<file path="src/rtl/store_unit.sv">
// Read-modify-write store sequencer: merges a byte/halfword/word register value into a memory word.
// Optional macro STORE_WORD_BYPASS_EN lets word stores skip the read phase.
module store_unit #(
    parameter int MEM_LATENCY = 1
) (
    input  logic        clk,
    input  logic        reset,
    input  logic        start,
    input  logic [1:0]  StoreControl,
    input  logic [31:0] addr,
    input  logic [31:0] RegData,
    input  logic [31:0] mem_rdata,
    output logic [31:0] mem_addr,
    output logic [31:0] mem_wdata,
    output logic        mem_rd,
    output logic        mem_wr,
    output logic        busy,
    output logic        done
);

    typedef enum logic [1:0] {
        IDLE  = 2'd0,
        READ  = 2'd1,
        WRITE = 2'd2,
        DONE  = 2'd3
    } state_t;

    localparam logic [2:0] LAT     = 3'(MEM_LATENCY);
    localparam logic [1:0] SZ_NONE = 2'd0;
    localparam logic [1:0] SZ_BYTE = 2'd1;
    localparam logic [1:0] SZ_HALF = 2'd2;
    localparam logic [1:0] SZ_WORD = 2'd3;

    state_t      state_q, state_d;
    logic [2:0]  cnt_q, cnt_d;
    logic [31:0] mem_addr_q, mem_addr_d;
    logic [31:0] mem_wdata_q, mem_wdata_d;
    logic        mem_rd_q, mem_rd_d;
    logic        mem_wr_q, mem_wr_d;
    logic        busy_q, busy_d;
    logic        done_q, done_d;
    logic [31:0] data_q, data_d;
    logic [1:0]  size_q, size_d;

    // Keep the memory bits outside the store size, replace the rest with the register value.
    function automatic logic [31:0] merge_word(input logic [1:0]  size,
                                               input logic [31:0] m,
                                               input logic [31:0] r);
        logic [31:0] mask;
        case (size)
            SZ_BYTE: mask = 32'h0000_00FF;
            SZ_HALF: mask = 32'h0000_FFFF;
            default: mask = 32'hFFFF_FFFF;
        endcase
        return (m & ~mask) | (r & mask);
    endfunction

    always_comb begin
        state_d     = state_q;
        cnt_d       = cnt_q;
        mem_addr_d  = mem_addr_q;
        mem_wdata_d = mem_wdata_q;
        mem_rd_d    = mem_rd_q;
        mem_wr_d    = mem_wr_q;
        busy_d      = busy_q;
        done_d      = done_q;
        data_d      = data_q;
        size_d      = size_q;

        case (state_q)
            IDLE: begin
                if (start && (StoreControl != SZ_NONE)) begin
                    data_d     = RegData;
                    size_d     = StoreControl;
                    mem_addr_d = addr;
                    busy_d     = 1'b1;
`ifdef STORE_WORD_BYPASS_EN
                    if (StoreControl == SZ_WORD) begin
                        state_d     = WRITE;
                        mem_wr_d    = 1'b1;
                        mem_wdata_d = RegData;
                    end else begin
                        state_d  = READ;
                        cnt_d    = LAT;
                        mem_rd_d = 1'b1;
                    end
`else
                    state_d  = READ;
                    cnt_d    = LAT;
                    mem_rd_d = 1'b1;
`endif
                end
            end
            READ: begin
                // Counter reaching zero marks the cycle in which read data is valid.
                if (cnt_q == 3'd0) begin
                    mem_wdata_d = merge_word(size_q, mem_rdata, data_q);
                    mem_rd_d    = 1'b0;
                    mem_wr_d    = 1'b1;
                    state_d     = WRITE;
                end else begin
                    cnt_d = cnt_q - 3'd1;
                end
            end
            WRITE: begin
                mem_wr_d = 1'b0;
                done_d   = 1'b1;
                state_d  = DONE;
            end
            DONE: begin
                done_d  = 1'b0;
                busy_d  = 1'b0;
                state_d = IDLE;
            end
            default: begin
                state_d  = IDLE;
                mem_rd_d = 1'b0;
                mem_wr_d = 1'b0;
                busy_d   = 1'b0;
                done_d   = 1'b0;
            end
        endcase
    end

    always_ff @(posedge clk or posedge reset) begin
        if (reset) begin
            state_q     <= IDLE;
            cnt_q       <= 3'd0;
            mem_addr_q  <= 32'd0;
            mem_wdata_q <= 32'd0;
            mem_rd_q    <= 1'b0;
            mem_wr_q    <= 1'b0;
            busy_q      <= 1'b0;
            done_q      <= 1'b0;
        end else begin
            state_q     <= state_d;
            cnt_q       <= cnt_d;
            mem_addr_q  <= mem_addr_d;
            mem_wdata_q <= mem_wdata_d;
            mem_rd_q    <= mem_rd_d;
            mem_wr_q    <= mem_wr_d;
            busy_q      <= busy_d;
            done_q      <= done_d;
        end
    end

    // Request payload is only meaningful after an accept, so it needs no reset.
    always_ff @(posedge clk) begin
        data_q <= data_d;
        size_q <= size_d;
    end

    assign mem_addr  = mem_addr_q;
    assign mem_wdata = mem_wdata_q;
    assign mem_rd    = mem_rd_q;
    assign mem_wr    = mem_wr_q;
    assign busy      = busy_q;
    assign done      = done_q;

endmodule
</file>
<file path="config.mk">
export PLATFORM = sky130hd
export DESIGN_NAME = store_unit
export DESIGN_NICKNAME = d
export VERILOG_FILES = /design/src/rtl/store_unit.sv
export SDC_FILE = /design/constraint.sdc
export NUM_CORES = 1
export LEC_CHECK = 0
export ABC_CLOCK_PERIOD_IN_PS = 2900
export CAP_MARGIN = 20
export CORE_ASPECT_RATIO = 0.5
export CORE_UTILIZATION = 45
export CTS_BUF_LIST = sky130_fd_sc_hd__clkbuf_4
export DETAILED_ROUTE_END_ITERATION = 8
export PLACE_DENSITY = 0.82
export REMOVE_ABC_BUFFERS = 1
export SLEW_MARGIN = 15
export SYNTH_ARGS = -nofsm -noshare
export SYNTH_HDL_FRONTEND = slang
export SYNTH_SLANG_ARGS = --single-unit
</file>
<file path="constraint.sdc">
create_clock -name clk -period 2.9 [get_ports clk]
set_clock_uncertainty 0.2 [all_clocks]
set_input_delay 0.435 -clock clk [delete_from_list [all_inputs] [get_ports clk]]
set_output_delay 0.435 -clock clk [all_outputs]
set_load 0.01 [all_outputs]
</file>
Yosys cells after proc, flatten, opt, wreduce, memory -nomap -nowiden
Cells that the tools add are included.
{ "totals": {"register_bits": 107, "latch_bits": 0, "ram_bits": 0, "rom_bits": 0, "input_bits": 101, "out_inout_bits": 68, "elab_cells": 54, "mem_count": 0} }
{ "op_classes": {"add_sub_neg": 1, "mul": 0, "n_div": 0, "n_lt_le_gt_ge": 0, "n_eq_ne": 8, "shifts": 0, "n_mux": 16, "bitwise_logic": 4, "reduce_logical": 15} }
{ "ops": {"columns": ["cell", "count"], "rows": [
  ["$and A32 B32 Y32", 2],
  ["$mux W32", 2],
  ["$pmux W32 S2", 1],
  ["$not A32 Y32", 1],
  ["$or A32 B32 Y32", 1],
  ["$reduce_and A2 Y1", 5],
  ["$reduce_bool A2 Y1", 5],
  ["$pmux W1 S2", 4],
  ["$pmux W2 S4", 1],
  ["$eq A2 B2 Y1 const B", 3],
  ["$mux W3", 2],
  ["$ne A2 B2 Y1 const B", 3],
  ["$pmux W3 S2", 1],
  ["$reduce_and A3 Y1", 2],
  ["$eq A2 B1 Y1 const B", 2],
  ["$mux W2", 2],
  ["$logic_not A3 Y1", 1],
  ["$mux W1", 3],
  ["$sub A3 B1 Y3 const B", 1],
  ["$logic_not A2 Y1", 1],
  ["$logic_and A1 B1 Y1", 1]
]} }

Longest topological paths before layout
{ "depth": {"word_depth": 7, "mapped_depth": 7, "depth_no_buf": 5} }

Worst setup path before layout
Ideal clock, no wire load.
{ "synth_timing": {"path_type": "register to register", "start": "register state_q[0]", "end": "register data_q[0] (enable)", "setup_ps": 389, "t_arrival_ps": 1789, "required_ps": 2311, "path_slack_ps": 522, "stages_incl_launch_ff": 6, "path_buffers": 1, "period_less_slack_ps": 2378, "path_cell_list": "dfrtp_1 inv_1 ha_1 o211ai_4 buf_6 inv_1"} }
{ "synth_between": {"elab_chain_len": 2} }
{ "synth_lines": {"columns": ["element", "line", "rtl"], "rows": [
  ["start, declared", "34", "state_t state_q, state_d;"],
  ["start signal, assigned", "136", "state_q <= state_d;"],
  ["$logic_not A2 Y1", "70", "case (state_q)"],
  ["$reduce_and A2 Y1 (no source line)", null, null],
  ["end signal, assigned", "149", "data_q <= data_d;"],
  ["end, declared", "42", "logic [31:0] data_q, data_d;"]
]} }
Every way passes these cells.
A chain may end at the register's enable or synchronous reset.

Worst setup path after layout
{ "layout_timing": {"start": "register busy_q (netlist: busy)", "end": "output busy"} }
{ "layout_lines": {"columns": ["element", "line", "rtl"], "rows": [
  ["start, declared", "40", "logic busy_q, busy_d;"],
  ["start signal, assigned", "142", "busy_q <= busy_d;"],
  ["end, declared", "17", "output logic busy,"]
]} }
No word-level cell between the ends.

==> implementation parameters <==
Parameter                              Value

Clock network
  Deepest clock path buffer count    2
  Number of sinks driven by the clock tree    ~110
  TritonCTS clock tree    yes
  CTS buffer count    9
  Count of hold buffers inserted by post-cts repair    0
  # H-tree levels    3
  Count of buffers added by post-CTS timing repair for setup    0
  Number of gates resized after cts    0
  Clock-pin slew on the worst setup and hold paths    between 0.15 and 0.2 ns
  Library cell used as clock root buffer    clkbuf_4
  Clock latency on the worst-skew pair    0.45 ns

Yosys
  Multiplexer share of the synthesized area    0.167
  Number of synthesized register bits    roughly 110
  Post-synthesis cell type count    31
  Post-Syn Instances    between 200 and 300
  Adder and majority cell fraction of the synthesized area    0.0234
  Summed instance area of the synthesized netlist    ~4300 um2
  Dominant register cell in the synthesized netlist    dfrtp_1
  Number of flops mapped to enable cells by yosys    34
  Total of warnings raised by yosys    0
  Xor/xnor share of the synthesized area    0
  Combinational family with the most area after synthesis    multiplexers
  Share of the yosys chip area belonging to registers    0.666
  Simple-gate portion of the synthesized area    0.0641
  Synth Area per Inst    approximately 15 um2
  Fraction of registers with async set or reset after synthesis    0.682
  Compound-Gate Fraction of Synth Area    0.0509

Layout
  Total number of nets in the final design    ~570
  Area added between synthesis and finish    45.0%
  Number of antenna cells inserted    0
  Post-layout instance count excluding filler cells    just under 600
  Share of layout cells above drive strength 1    0.125
  Final non-filler cell area    6200 um2

STA
  Headroom to the max-slew limit    0.622
  Measured slew at the worst slew-check pin    ~0.57 ns
  Count of final setup violators    0
  Worst path setup slack after routing    roughly 0.84 ns
  RSZ-0062 raised after global routing    no
  Max Fclk    around 490 MHz
  Part of the cycle the worst path needs    0.710
  Total count of max-transition violations in the final report    0
  Final Hold Viols    0
  Worst hold slack    0.170 ns
  Final critical delay including setup and external delays    between 2 and 2.5 ns
  Setup total negative slack    0 ns

Worst setup path
  Longest individual stage delay on the worst path    0.56 ns
  Crit path max fanout    3
  Required arrival time at the worst endpoint    2.27 ns
  Family of cells with the greatest summed delay on the critical path    buffers and inverters
  Kind of start point of the critical path    flop
  Crit path kind    reg -> out
  Data arrival at the endpoint of the critical path    ~1.4 ns
  Ordered list of cells on the worst path    clkdlybuf4s50_1
  Crit. End Element    primary output
  Worst path buffer plus inverter count    1
  Critical-path top delay cell    clkdlybuf4s50_1

Pwr
  Worst IR Drop VDD    approximately 0.00043 V
  Switching component of the power    ~0.0018 W
  Register share of total power    0.412
  Leakage power    between 2 and 3 nW
  Part of the power in combinational logic    0.430
  Net Sw Frac    0.309
  Internal power of the cells    0.00412 W
  Total power divided by cell area    roughly 960 nW/um2
  Clock share of power    0.158

Die
  Count of boundary I/O pins    169
  Cell Rows    24
  Vertical extent of the die    70.9 um
  Initial Util    0.478
  Area of the die    about 9900 um2
  DIE WIDTH    between 100 and 150 um
  Core region area    between 8000 and 9000 um2

Route
  Number of design rule violations left after detail routing    0
  Number of nets with antenna violations after routing    0
  Detailed Route WL    9350 um
  Iteration-0 DRC count of the detailed router    166
  Vias    about 2.8k
  First-pass detailed-route iteration total    4
  Routed length per instance    around 16 um
  Detailed-route vias per instance    around 4.9

Global route
  Antenna violations before repair    0
  First-pass GRT wire length    between 15000 and 20000 um
  Overall fraction of global-route tracks in use    0.199
  Maximum number of pins on one net before global-route repair    74
  Global route total overflow    0
  Number of global-route vias before repair    approximately 3k

Job
  # Max-Cap Violations    0

Min path
  Min-delay worst type    in -> async

Placed design
  DPL Wire Length    6770 um
  Count of buffers inserted at the top-level ports    160
  Post-placement setup slack    0.656 ns
  Final weighted congestion in routability-driven placement    ~0.75
  Post-detailed-placement cell area    6010 um2
  Cell count after placement    around 570

Run status
  Outcome    finished, final reports clean
[cell type report]
cell class | count | area [um2]
clock buffers | 9 | 67.6
clock inverters | 7 | 121
fillers | 623 | 2750
inverters | 8 | 30.0
multi-input cells | 166 | 1310
flip-flops and latches | 107 | 2850
well taps | 117 | 146
repair buffers | 167 | 1680
[logic make-up after synthesis]
group                      after synthesis
adders and majority gates                8
buffers and inverters                   21
DFF                                    107
muxes                                   58
AOI/OAI and AO/OA                       36
and+or+nand+nor                         64
[tightest hold or removal path: stages]
cell and delay [ns]:
clkdlybuf4s50_1 0.42, inv_2 0.07, buf_12 0.33
[cell usage after synthesis, types with 2 or more instances]
| master | instances | area share |
|---|---|---|
| ha_1 | 8 | 0.023 |
| a21oi_1 | 2 | 0.0023 |
| nand2b_1 | 3 | 0.0044 |
| mux2_4 | 25 | 0.088 |
| buf_2 | 6 | 0.0070 |
| buf_8 | 2 | 0.0070 |
| o21ai_0 | 26 | 0.030 |
| and3b_1 | 2 | 0.0041 |
| inv_1 | 8 | 0.0070 |
| nand3_1 | 2 | 0.0023 |
| edfxtp_1 | 34 | 0.24 |
| mux2_2 | 8 | 0.021 |
| nand2_1 | 50 | 0.044 |
| mux2i_1 | 25 | 0.059 |
| dfrtp_1 | 73 | 0.43 |
| nor2_1 | 4 | 0.0035 |
| clkbuf_1 | 2 | 0.0018 |
[final timing paths]
path	cells past startpoint	start	end	slack, ns
min reg2reg	2	data_q[4]	mem_wdata[4]	0.26
max	1	busy	busy	0.84
min	3	reset	mem_addr[21]	0.17
max reg2reg	5	state_q[0]	data_q[20]	0.87
max in group asynchronous	3	reset	mem_wdata[8]	2.02
min in group clk	2	data_q[4]	mem_wdata[4]	0.26
[per-stage QoR]
stage                util  power (W)
floorplan               -    0.00367
global placement    0.672    0.00497
detailed placement  0.672    0.00508
CTS                 0.693    0.00603
global route        0.693    0.00633
finish              0.693    0.00596
[placed cells by master, fill, tap and decap left out, drive strengths merged, types with 2 or more instances in the layout]
cell type / count
edfxtp: 34
nand2: 50
inv: 11
dfrtp: 73
nor2: 4
nand2b: 3
clkdlybuf4s50: 160
nand3: 2
buf: 7
mux2: 33
mux2i: 25
clkbuf: 9
a21oi: 2
and3b: 2
o21ai: 26
bufinv: 3
ha: 8
[power by group through the flow]
stage	Sequential [W]	Clock [W]	Combinational (W)
2_1_floorplan	0.00268	0	0.000992
3_3_place_gp	0.00246	0	0.00252
3_5_place_dp	0.00249	0	0.00259
4_1_cts	0.00246	0.000970	0.00260
5_1_grt	0.00252	0.00103	0.00278
6_report	0.00245	0.000939	0.00257
[sequential cells by signal, indices dropped and copies added (netlist names)]
signal	flops
size_q	2
busy	1
state_q	2
mem_addr	32
data_q	32
mem_rd	1
mem_wdata	32
done	1
cnt_q	3
mem_wr	1
[metal layers]
metal	wire length (um)	global-route usage	share of wire
met5	0	0	0
met4	143	0.0733	0.015
met3	537	0.0609	0.057
met2	4680	0.347	0.50
met1	3990	0.236	0.43
No activity file was read; power rests on OpenSTA's default activity.
